### src/rtl/adpll_lock_pkg.sv
// Shared types and helpers for the ADPLL lock detector: state encoding,
// loss-counter width and a saturating absolute-value function.
package adpll_lock_pkg;

    typedef enum logic [1:0] {
        ST_IDLE    = 2'd0,
        ST_ACQ     = 2'd1,
        ST_LOCKED  = 2'd2,
        ST_STALLED = 2'd3
    } lock_state_e;

    localparam int unsigned LOSS_CNT_W = 8;

    // Absolute value of a sign-extended 'width'-bit quantity; the most-negative
    // code saturates to the largest positive code instead of wrapping.
    function automatic logic [31:0] sat_abs(input logic signed [31:0] value,
                                            input int unsigned        width);
        logic [31:0] max_pos;
        max_pos = (32'd1 << (width - 32'd1)) - 32'd1;
        if (value < 32'sd0) begin
            if (value == (-$signed(max_pos) - 32'sd1)) begin
                sat_abs = max_pos;
            end else begin
                sat_abs = 32'(-value);
            end
        end else begin
            sat_abs = 32'(value);
        end
    endfunction

endpackage

### src/rtl/adpll_lock_detector_edge_sync.sv
// Two-flop synchroniser for the divided clock followed by a registered
// rising-edge detector; the pulse appears 3 cycles after the input rises.
module edge_sync (
    input  logic fpga_clk_i,
    input  logic reset_i,
    input  logic async_i,
    output logic pulse_o
);

    logic sync1_q;
    logic sync2_q;
    logic prev_q;
    logic pulse_q;

    always_ff @(posedge fpga_clk_i) begin
        if (reset_i) begin
            sync1_q <= 1'b0;
            sync2_q <= 1'b0;
            prev_q  <= 1'b0;
            pulse_q <= 1'b0;
        end else begin
            sync1_q <= async_i;
            sync2_q <= sync1_q;
            prev_q  <= sync2_q;
            pulse_q <= sync2_q & ~prev_q;
        end
    end

    assign pulse_o = pulse_q;

endmodule

### src/rtl/adpll_lock_detector.sv
// Lock monitor for one ring node: qualifies phase error on divided-clock
// edges and reports lock, lock loss and stall. Optional statistics outputs
// are enabled with the ADPLL_LOCK_STATS_EN macro.
module adpll_lock_detector
    import adpll_lock_pkg::*;
#(
    parameter int ERROR_WIDTH    = 5,
    parameter int DCO_CC_WIDTH   = 5,
    parameter int LOCK_THRESH    = 1,
    parameter int UNLOCK_THRESH  = 3,
    parameter int LOCK_COUNT     = 16,
    parameter int UNLOCK_COUNT   = 4,
    parameter int TIMEOUT_CYCLES = 1024
) (
    input  logic                           fpga_clk_i,
    input  logic                           reset_i,
    input  logic                           gen_div8_i,
    input  logic signed [ERROR_WIDTH-1:0]  error_i,
    input  logic signed [DCO_CC_WIDTH-1:0] dco_cc_i,
`ifdef ADPLL_LOCK_STATS_EN
    output logic signed [DCO_CC_WIDTH-1:0] cc_min_o,
    output logic signed [DCO_CC_WIDTH-1:0] cc_max_o,
    output logic [LOSS_CNT_W-1:0]          loss_cnt_o,
`endif
    output logic                           locked_o,
    output logic                           stalled_o,
    output logic                           lock_lost_o,
    output logic [1:0]                     state_o
);

    localparam int GOOD_W = $clog2(LOCK_COUNT + 1);
    localparam int BAD_W  = $clog2(UNLOCK_COUNT + 1);
    localparam int TMO_W  = (TIMEOUT_CYCLES > 1) ? $clog2(TIMEOUT_CYCLES) : 1;

    localparam logic [GOOD_W-1:0] GOOD_LAST = GOOD_W'(LOCK_COUNT - 1);
    localparam logic [BAD_W-1:0]  BAD_LAST  = BAD_W'(UNLOCK_COUNT - 1);
    localparam logic [TMO_W-1:0]  TMO_LAST  = TMO_W'(TIMEOUT_CYCLES - 1);

    lock_state_e       state_q, state_d;
    logic [GOOD_W-1:0] good_cnt_q, good_cnt_d;
    logic [BAD_W-1:0]  bad_cnt_q, bad_cnt_d;
    logic [TMO_W-1:0]  tmo_cnt_q, tmo_cnt_d;
    logic              locked_q, locked_d;
    logic              stalled_q, stalled_d;
    logic              lock_lost_q, lock_lost_d;

    logic        edge_pulse_s;
    logic [31:0] abs_err_s;
    logic        good_edge_s;
    logic        bad_edge_s;
    logic        tmo_term_s;

    edge_sync u_edge_sync (
        .fpga_clk_i (fpga_clk_i),
        .reset_i    (reset_i),
        .async_i    (gen_div8_i),
        .pulse_o    (edge_pulse_s)
    );

    assign abs_err_s   = sat_abs(32'(error_i), ERROR_WIDTH);
    assign good_edge_s = (abs_err_s <= 32'(LOCK_THRESH));
    assign bad_edge_s  = (abs_err_s >  32'(UNLOCK_THRESH));
    assign tmo_term_s  = (tmo_cnt_q == TMO_LAST);

    // State, counter and output registers
    always_ff @(posedge fpga_clk_i) begin
        if (reset_i) begin
            state_q     <= ST_IDLE;
            good_cnt_q  <= {GOOD_W{1'b0}};
            bad_cnt_q   <= {BAD_W{1'b0}};
            tmo_cnt_q   <= {TMO_W{1'b0}};
            locked_q    <= 1'b0;
            stalled_q   <= 1'b0;
            lock_lost_q <= 1'b0;
        end else begin
            state_q     <= state_d;
            good_cnt_q  <= good_cnt_d;
            bad_cnt_q   <= bad_cnt_d;
            tmo_cnt_q   <= tmo_cnt_d;
            locked_q    <= locked_d;
            stalled_q   <= stalled_d;
            lock_lost_q <= lock_lost_d;
        end
    end

    // Next-state logic; an edge pulse always takes priority over the timeout
    always_comb begin
        state_d    = state_q;
        good_cnt_d = good_cnt_q;
        bad_cnt_d  = bad_cnt_q;

        if (edge_pulse_s) begin
            tmo_cnt_d = {TMO_W{1'b0}};
        end else if (tmo_term_s) begin
            tmo_cnt_d = tmo_cnt_q;
        end else begin
            tmo_cnt_d = tmo_cnt_q + TMO_W'(1'b1);
        end

        case (state_q)
            ST_IDLE, ST_STALLED: begin
                if (edge_pulse_s) begin
                    state_d    = ST_ACQ;
                    good_cnt_d = {GOOD_W{1'b0}};
                    bad_cnt_d  = {BAD_W{1'b0}};
                end else if (tmo_term_s && (state_q != ST_STALLED)) begin
                    state_d = ST_STALLED;
                end else begin
                    state_d = state_q;
                end
            end
            ST_ACQ: begin
                if (edge_pulse_s) begin
                    if (!good_edge_s) begin
                        good_cnt_d = {GOOD_W{1'b0}};
                    end else if (good_cnt_q == GOOD_LAST) begin
                        state_d    = ST_LOCKED;
                        good_cnt_d = {GOOD_W{1'b0}};
                        bad_cnt_d  = {BAD_W{1'b0}};
                    end else begin
                        good_cnt_d = good_cnt_q + GOOD_W'(1'b1);
                    end
                end else if (tmo_term_s) begin
                    state_d    = ST_STALLED;
                    good_cnt_d = {GOOD_W{1'b0}};
                    bad_cnt_d  = {BAD_W{1'b0}};
                end else begin
                    state_d = ST_ACQ;
                end
            end
            ST_LOCKED: begin
                if (edge_pulse_s) begin
                    if (!bad_edge_s) begin
                        bad_cnt_d = {BAD_W{1'b0}};
                    end else if (bad_cnt_q == BAD_LAST) begin
                        state_d    = ST_ACQ;
                        good_cnt_d = {GOOD_W{1'b0}};
                        bad_cnt_d  = {BAD_W{1'b0}};
                    end else begin
                        bad_cnt_d = bad_cnt_q + BAD_W'(1'b1);
                    end
                end else if (tmo_term_s) begin
                    state_d    = ST_STALLED;
                    good_cnt_d = {GOOD_W{1'b0}};
                    bad_cnt_d  = {BAD_W{1'b0}};
                end else begin
                    state_d = ST_LOCKED;
                end
            end
            default: begin
                state_d    = ST_IDLE;
                good_cnt_d = {GOOD_W{1'b0}};
                bad_cnt_d  = {BAD_W{1'b0}};
            end
        endcase
    end

    // Outputs are decoded from the next state so they register alongside it
    always_comb begin
        locked_d    = (state_d == ST_LOCKED);
        stalled_d   = (state_d == ST_STALLED);
        lock_lost_d = (state_q == ST_LOCKED) && (state_d != ST_LOCKED);
    end

    assign locked_o    = locked_q;
    assign stalled_o   = stalled_q;
    assign lock_lost_o = lock_lost_q;
    assign state_o     = state_q;

`ifdef ADPLL_LOCK_STATS_EN
    logic signed [DCO_CC_WIDTH-1:0] cc_min_q, cc_min_d;
    logic signed [DCO_CC_WIDTH-1:0] cc_max_q, cc_max_d;
    logic [LOSS_CNT_W-1:0]          loss_cnt_q, loss_cnt_d;

    // Control-code extremes while locked and saturating lock-loss count
    always_comb begin
        cc_min_d   = cc_min_q;
        cc_max_d   = cc_max_q;
        loss_cnt_d = loss_cnt_q;
        if ((state_q != ST_LOCKED) && (state_d == ST_LOCKED)) begin
            cc_min_d = dco_cc_i;
            cc_max_d = dco_cc_i;
        end else if ((state_q == ST_LOCKED) && edge_pulse_s) begin
            cc_min_d = (dco_cc_i < cc_min_q) ? dco_cc_i : cc_min_q;
            cc_max_d = (dco_cc_i > cc_max_q) ? dco_cc_i : cc_max_q;
        end else begin
            cc_min_d = cc_min_q;
            cc_max_d = cc_max_q;
        end
        if (lock_lost_d && (loss_cnt_q != {LOSS_CNT_W{1'b1}})) begin
            loss_cnt_d = loss_cnt_q + LOSS_CNT_W'(1'b1);
        end else begin
            loss_cnt_d = loss_cnt_q;
        end
    end

    // Statistics registers
    always_ff @(posedge fpga_clk_i) begin
        if (reset_i) begin
            cc_min_q   <= {DCO_CC_WIDTH{1'b0}};
            cc_max_q   <= {DCO_CC_WIDTH{1'b0}};
            loss_cnt_q <= {LOSS_CNT_W{1'b0}};
        end else begin
            cc_min_q   <= cc_min_d;
            cc_max_q   <= cc_max_d;
            loss_cnt_q <= loss_cnt_d;
        end
    end

    assign cc_min_o   = cc_min_q;
    assign cc_max_o   = cc_max_q;
    assign loss_cnt_o = loss_cnt_q;
`else
    logic unused_dco_cc_s;
    assign unused_dco_cc_s = ^dco_cc_i;
`endif

endmodule

### config.mk
export PLATFORM = sky130hd
export DESIGN_NAME = adpll_lock_detector
export DESIGN_NICKNAME = d
export VERILOG_FILES = /design/src/rtl/adpll_lock_pkg.sv /design/src/rtl/adpll_lock_detector_edge_sync.sv /design/src/rtl/adpll_lock_detector.sv
export SDC_FILE = /design/constraint.sdc
export NUM_CORES = 1
export LEC_CHECK = 0
export CORE_ASPECT_RATIO = 1.4
export CORE_MARGIN = 5
export CORE_UTILIZATION = 42
export CTS_CLUSTER_DIAMETER = 60
export DETAILED_ROUTE_END_ITERATION = 8
export MAX_ROUTING_LAYER = met4
export SLEW_MARGIN = 15
export SYNTH_ARGS = -nofsm -noshare
export SYNTH_HDL_FRONTEND = slang
export SYNTH_SLANG_ARGS = --single-unit
### constraint.sdc
create_clock -name fpga_clk_i -period 5.8 [get_ports fpga_clk_i]
set_input_delay 1.45 -clock fpga_clk_i [delete_from_list [all_inputs] [get_ports fpga_clk_i]]
set_output_delay 1.45 -clock fpga_clk_i [all_outputs]
set_load 0.02 [all_outputs]
Word-level counts from Yosys, hierarchy flattened:

Index checks and enable logic that the tools add are counted.

* add/sub/neg operators: 4
* order comparisons: 3
* eq/ne operators: 16
* muxes and demuxes: 31
* bitwise operators: 2
* reduce and logical (&&, ||, !) cells: 7

Operators by type and width (count)
* $mux 32: 2
* $mux 5: 8
* $gt 32x2->1 const B: 1
* $le 32x1->1 const B: 1
* $neg 5->32: 1
* $mux 3: 8
* $mux 2: 9
* $pmux 5 s3: 1
* $ne 3x3->1 const B: 4
* $add 10x1->10 const B: 1
* $eq 10x10->1 const B: 1
* $pmux 3 s3: 1
* $eq 2x2->1 const B: 4
* $pmux 2 s3: 1
* $reduce_and 3->1: 2
* $add 5x1->5 const B: 1
* $eq 5x4->1 const B: 1
* $eq 5x5->1 const B: 1
* $lt 5x1->1 const B: 1
* $ne 2x2->1 const B: 2
* $reduce_or 2->1: 2
* $add 3x1->3 const B: 1
* $eq 3x2->1 const B: 1
* $eq 2x1->1 const B: 1
* other kinds (6): 7

* register bits: 27
* input port bits: 13
* output and inout bits: 5
* word-level logic and storage cells: 74

Longest topological paths before layout:

* depth in word-level cells: 9
* gate-level depth with buffers: 11
* mapped depth without buffers: 11

Modules after synthesis:

Synthesis repeated with hierarchy kept, for this count alone.

* cells, all modules: 190
* area, all modules: 1594.0 um^2

Modules (own cells, without submodules)
* adpll_lock_detector: instances 1, cells each 182, area each 1482.7 um^2, seq. area each 460.4 um^2
* edge_sync: instances 1, cells each 8, area each 111.4 um^2, seq. area each 80.1 um^2

Least setup slack after synthesis:

Ideal clock, no wire load.

* kind: input-to-reg
* from: input port error_i[0]
* to: register good_cnt_q[0]
* library setup time: 0.117 ns
* arrival: 3.429 ns
* data required time: 5.683 ns
* slack: 2.254 ns
* cell stages on the path: 11
* path buffers: 0
* path through: inv_1 > ha_1 > nor3b_1 > nand2_1 > ha_1 > and4b_1 > a211oi_2 > o31ai_1 > a31oi_1 > nor2_1 > a22o_1

* word-level cells in the longest chain between the ends: 7
* elaborated cells between the ends (all ways): 12
* classes of those cells: add/sub (1); order compare (3); eq/ne (2); mux (5); reduce/logical (1)

RTL lines
* start: declaration: line adpll_lock_detector.sv:18 `input logic signed [ERROR_WIDTH-1:0] error_i,`
* $neg 5->32 / $eq 5x5->1 (equally long branches): line adpll_lock_pkg.sv:24, adpll_lock_pkg.sv:21
* $mux 32: line adpll_lock_pkg.sv:21 `if (value == (-$signed(max_pos) - 32'sd1)) begin`
* $mux 32 (*): line adpll_lock_pkg.sv:20 `if (value < 32'sd0) begin`
* $le 32x1->1: line adpll_lock_detector.sv:61 `assign good_edge_s = (abs_err_s <= 32'(LOCK_THRESH));`
* $mux 5: line adpll_lock_detector.sv:114 `if (!good_edge_s) begin`
* $mux 5: line adpll_lock_detector.sv:113 `if (edge_pulse_s) begin`
* $pmux 5 s3: line adpll_lock_detector.sv:100 `case (state_q)`
* end signal: assignment: line adpll_lock_detector.sv:69 `good_cnt_q <= {GOOD_W{1'b0}};`
* end signal: assignment: line adpll_lock_detector.sv:77 `good_cnt_q <= good_cnt_d;`
* end: declaration: line adpll_lock_detector.sv:40 `logic [GOOD_W-1:0] good_cnt_q, good_cnt_d;`

Mark *: on every way between the ends. The rest lies on a longest branch, timed or not.
A chain may end at the register's enable or synchronous reset.

Worst setup path after layout:

* from: input port error_i[3]
* to: register good_cnt_q[0]

Same word-level chain as after synthesis.

==> reports/qor.csv <==
metric,value,unit
finalCritPeriodShare,70.7,%
grt_pass1_vias,1339,
synth-seq-cells,27,
switching_power,0.0974,mW
critPathMaxFanout,6,
p_int,0.265,mW
skew,0.00215,ns
post-route-min-period,4.10,ns
drtIter0Drc,36,
p_clk_share,28.7,%
wl_per_cell,13.8,µm
synth_nets,202,
whs,0.384,ns
routed_wirelength,3200,µm
crit_required,5.97,ns
areaGrowthSynthToFinish,11.9,%
h-tree-depth,1,
io_buffers,12,
clkSinkCount,27,
async_flop_share,0,%
fillers,368,
nNetsFinal,215,
diodes,0,
cts_tree,done,
gp_congestion,0.845,
dpl.hpwl,2520,µm
seqPwrFrac,54.0,%
slew_violations,0,
grt_use_total,13.1,%
vias_per_cell,5.71,
cts-root-buf,clkbuf_8,
num_rows,26,
p_leak,0.696,nW
cts_hold_buffers,0,
cp-end-kind,register,
ant_nets,0,
maxCapViolations,0,
grt_start_max_net_pins,15,
netlist_instances,178,
final_core_util,48.7,%
die_h,83.0,µm
clk_pin_slew,0.08,ns
post-cts-setup-buffers,0,
fmax,0.244,GHz
dp_cells,228,
switching_share,26.9,%
start_util,43.5,%
clock_path_buffers,2,
fin_tns_setup,0,ns
tightestPinTransition,0.514,ns
synth_flop_cell,dfxtp_1,
p_total,0.362,mW
yosysWarnings,0,
grt_overflow,0,
report.final.setup_viol,0,
ioPinCount,18,
syn-cell-area,0.00160,mm²
powerDensity,203,mW/mm²
hold_violations,0,
peakVddDrop,124,µV
stdcell_count,232,
die_area,0.00516,mm²
crit_type,in2reg,
route.detailed.drc,0,
vias,1324,
antenna_found_initial,0,
slew_headroom,65.4,%
dr.pass1.iters,4,
arrival,4.27,ns
ys_types,53,
fp.coreArea,0.00368,mm²
numCtsBuffers,3,
syn_area_per_cell,8.98,µm²
start_kind,input pin,
drive_gt1_share,7.37,%
pwr-share-comb,17.4,%
hold_class,reg2reg,
seq_area_frac_synth,33.8,%
synth_edf_count,0,
dieWidth,62.2,µm
rsz0062_at_grt,false,
run_status,"complete, no violations",
clk_latency,0.27,ns
grt_pass1_wl,5650,µm
cts_resized,0,
-- final timing paths --
check | start | to | slack (ns) | cells after the start
worst min register to register | u_edge_sync.prev_q | u_edge_sync.pulse_o | 0.38 | 1
worst min-delay path | u_edge_sync.prev_q | u_edge_sync.pulse_o | 0.38 | 1
worst max-delay path | error_i[3] | good_cnt_q[0] | 1.70 | 10
worst max register to register | state_o[0] | stalled_o | 3.51 | 8
-- cells in the mapped netlist, types with 2 or more instances --
cell,instances,area (µm²)
nand2_1,16,60.1
dfxtp_1,27,541
a32o_1,3,30.0
nor3_1,7,35.0
nor2b_1,9,56.3
nand4_1,3,18.8
and3_1,2,12.5
o21ai_0,5,25.0
o31ai_1,3,22.5
and2_1,3,18.8
a31oi_1,4,25.0
xnor2_1,3,26.3
ha_1,11,138
nand2b_1,4,25.0
inv_1,6,22.5
xor2_1,4,35.0
mux2i_1,3,30.0
nor2_1,14,52.6
o311ai_0,2,17.5
buf_4,3,22.5
a211oi_1,2,15.0
a2bb2oi_1,2,17.5
a21oi_1,5,25.0
nand3_1,8,40.0
-- layout make-up --
class	count	area, µm²	share of cell area (%)
timing repair buffer	12	120	6.71
sequential	27	541	30.2
tap	42	52.6	2.94
inverter	7	26.3	1.47
multi-input combinational	140	1000	56.2
clock buffer	4	45.0	2.52
-- sequential cells by signal, indices dropped and copies added, names as in the netlist --
register             flops
bad_cnt_q                3
good_cnt_q               5
lock_lost_o              1
locked_o                 1
stalled_o                1
state_o                  2
tmo_cnt_q               10
u_edge_sync.prev_q       1
u_edge_sync.pulse_o      1
u_edge_sync.sync1_q      1
u_edge_sync.sync2_q      1
-- critical path: stages --
cell and delay (ns):
clkdlybuf4s50_1 0.50, nor4_1 0.53, nand2_1 0.13, ha_1 0.30
and4b_1 0.22, a211oi_2 0.33, o31ai_1 0.16, a31oi_1 0.28
nor2_1 0.12, a22o_1 0.26
-- per-stage QoR --
step | setup slack, ns | instance area [µm²]
2_1_floorplan | 2.25 | 1600
3_3_place_gp | 1.50 | 1740
3_5_place_dp | 1.35 | 1740
4_1_cts | 1.64 | 1790
5_1_grt | 1.48 | 1790
6_report | 1.70 | 1790
-- logic make-up (layout without fill, tap and decap cells) --
logic type / count (synthesis) / after routing / synth area share [%]
XOR/XNOR: 7 / 7 / 3.83
flip-flops: 27 / 27 / 33.8
buffers and inverters: 11 / 23 / 3.36
AND/OR/NAND/NOR: 80 / 80 / 29.8
multiplexers: 3 / 3 / 1.88
AO/OA/AOI/OAI: 39 / 39 / 18.7
adder cells (fa/ha/maj): 11 / 11 / 8.61
-- metal layers --
layer	vias up	part of all wire (%)	GRT usage (%)
met4	0	1.3	4.14
met1	626	42	12.9
met5	-	0	-
met3	5	2.0	2.03
met2	11	55	25.5
li1	682	-	-
-- cells in the final DEF, fill, tap and decap left out, types with 4 or more instances in the layout --
cell / count
nand2b_1: 4
o21ai_0: 5
xor2_1: 4
nor3_1: 7
clkdlybuf4s50_1: 12
inv_1: 6
nand2_1: 16
nor2b_1: 9
nand3_1: 8
dfxtp_1: 27
a21oi_1: 5
nor2_1: 14
ha_1: 11
a31oi_1: 4
-- power groups by stage --
stage / clock, mW / combinational (mW) / sequential (mW)
6_report: 0.104 / 0.0630 / 0.196
3_3_place_gp: 0 / 0.0607 / 0.200
2_1_floorplan: 0 / 0.0440 / 0.200
5_1_grt: 0.114 / 0.0701 / 0.197
4_1_cts: 0.108 / 0.0634 / 0.196
3_5_place_dp: 0 / 0.0630 / 0.200
No activity file was read; power rests on OpenSTA's default activity.
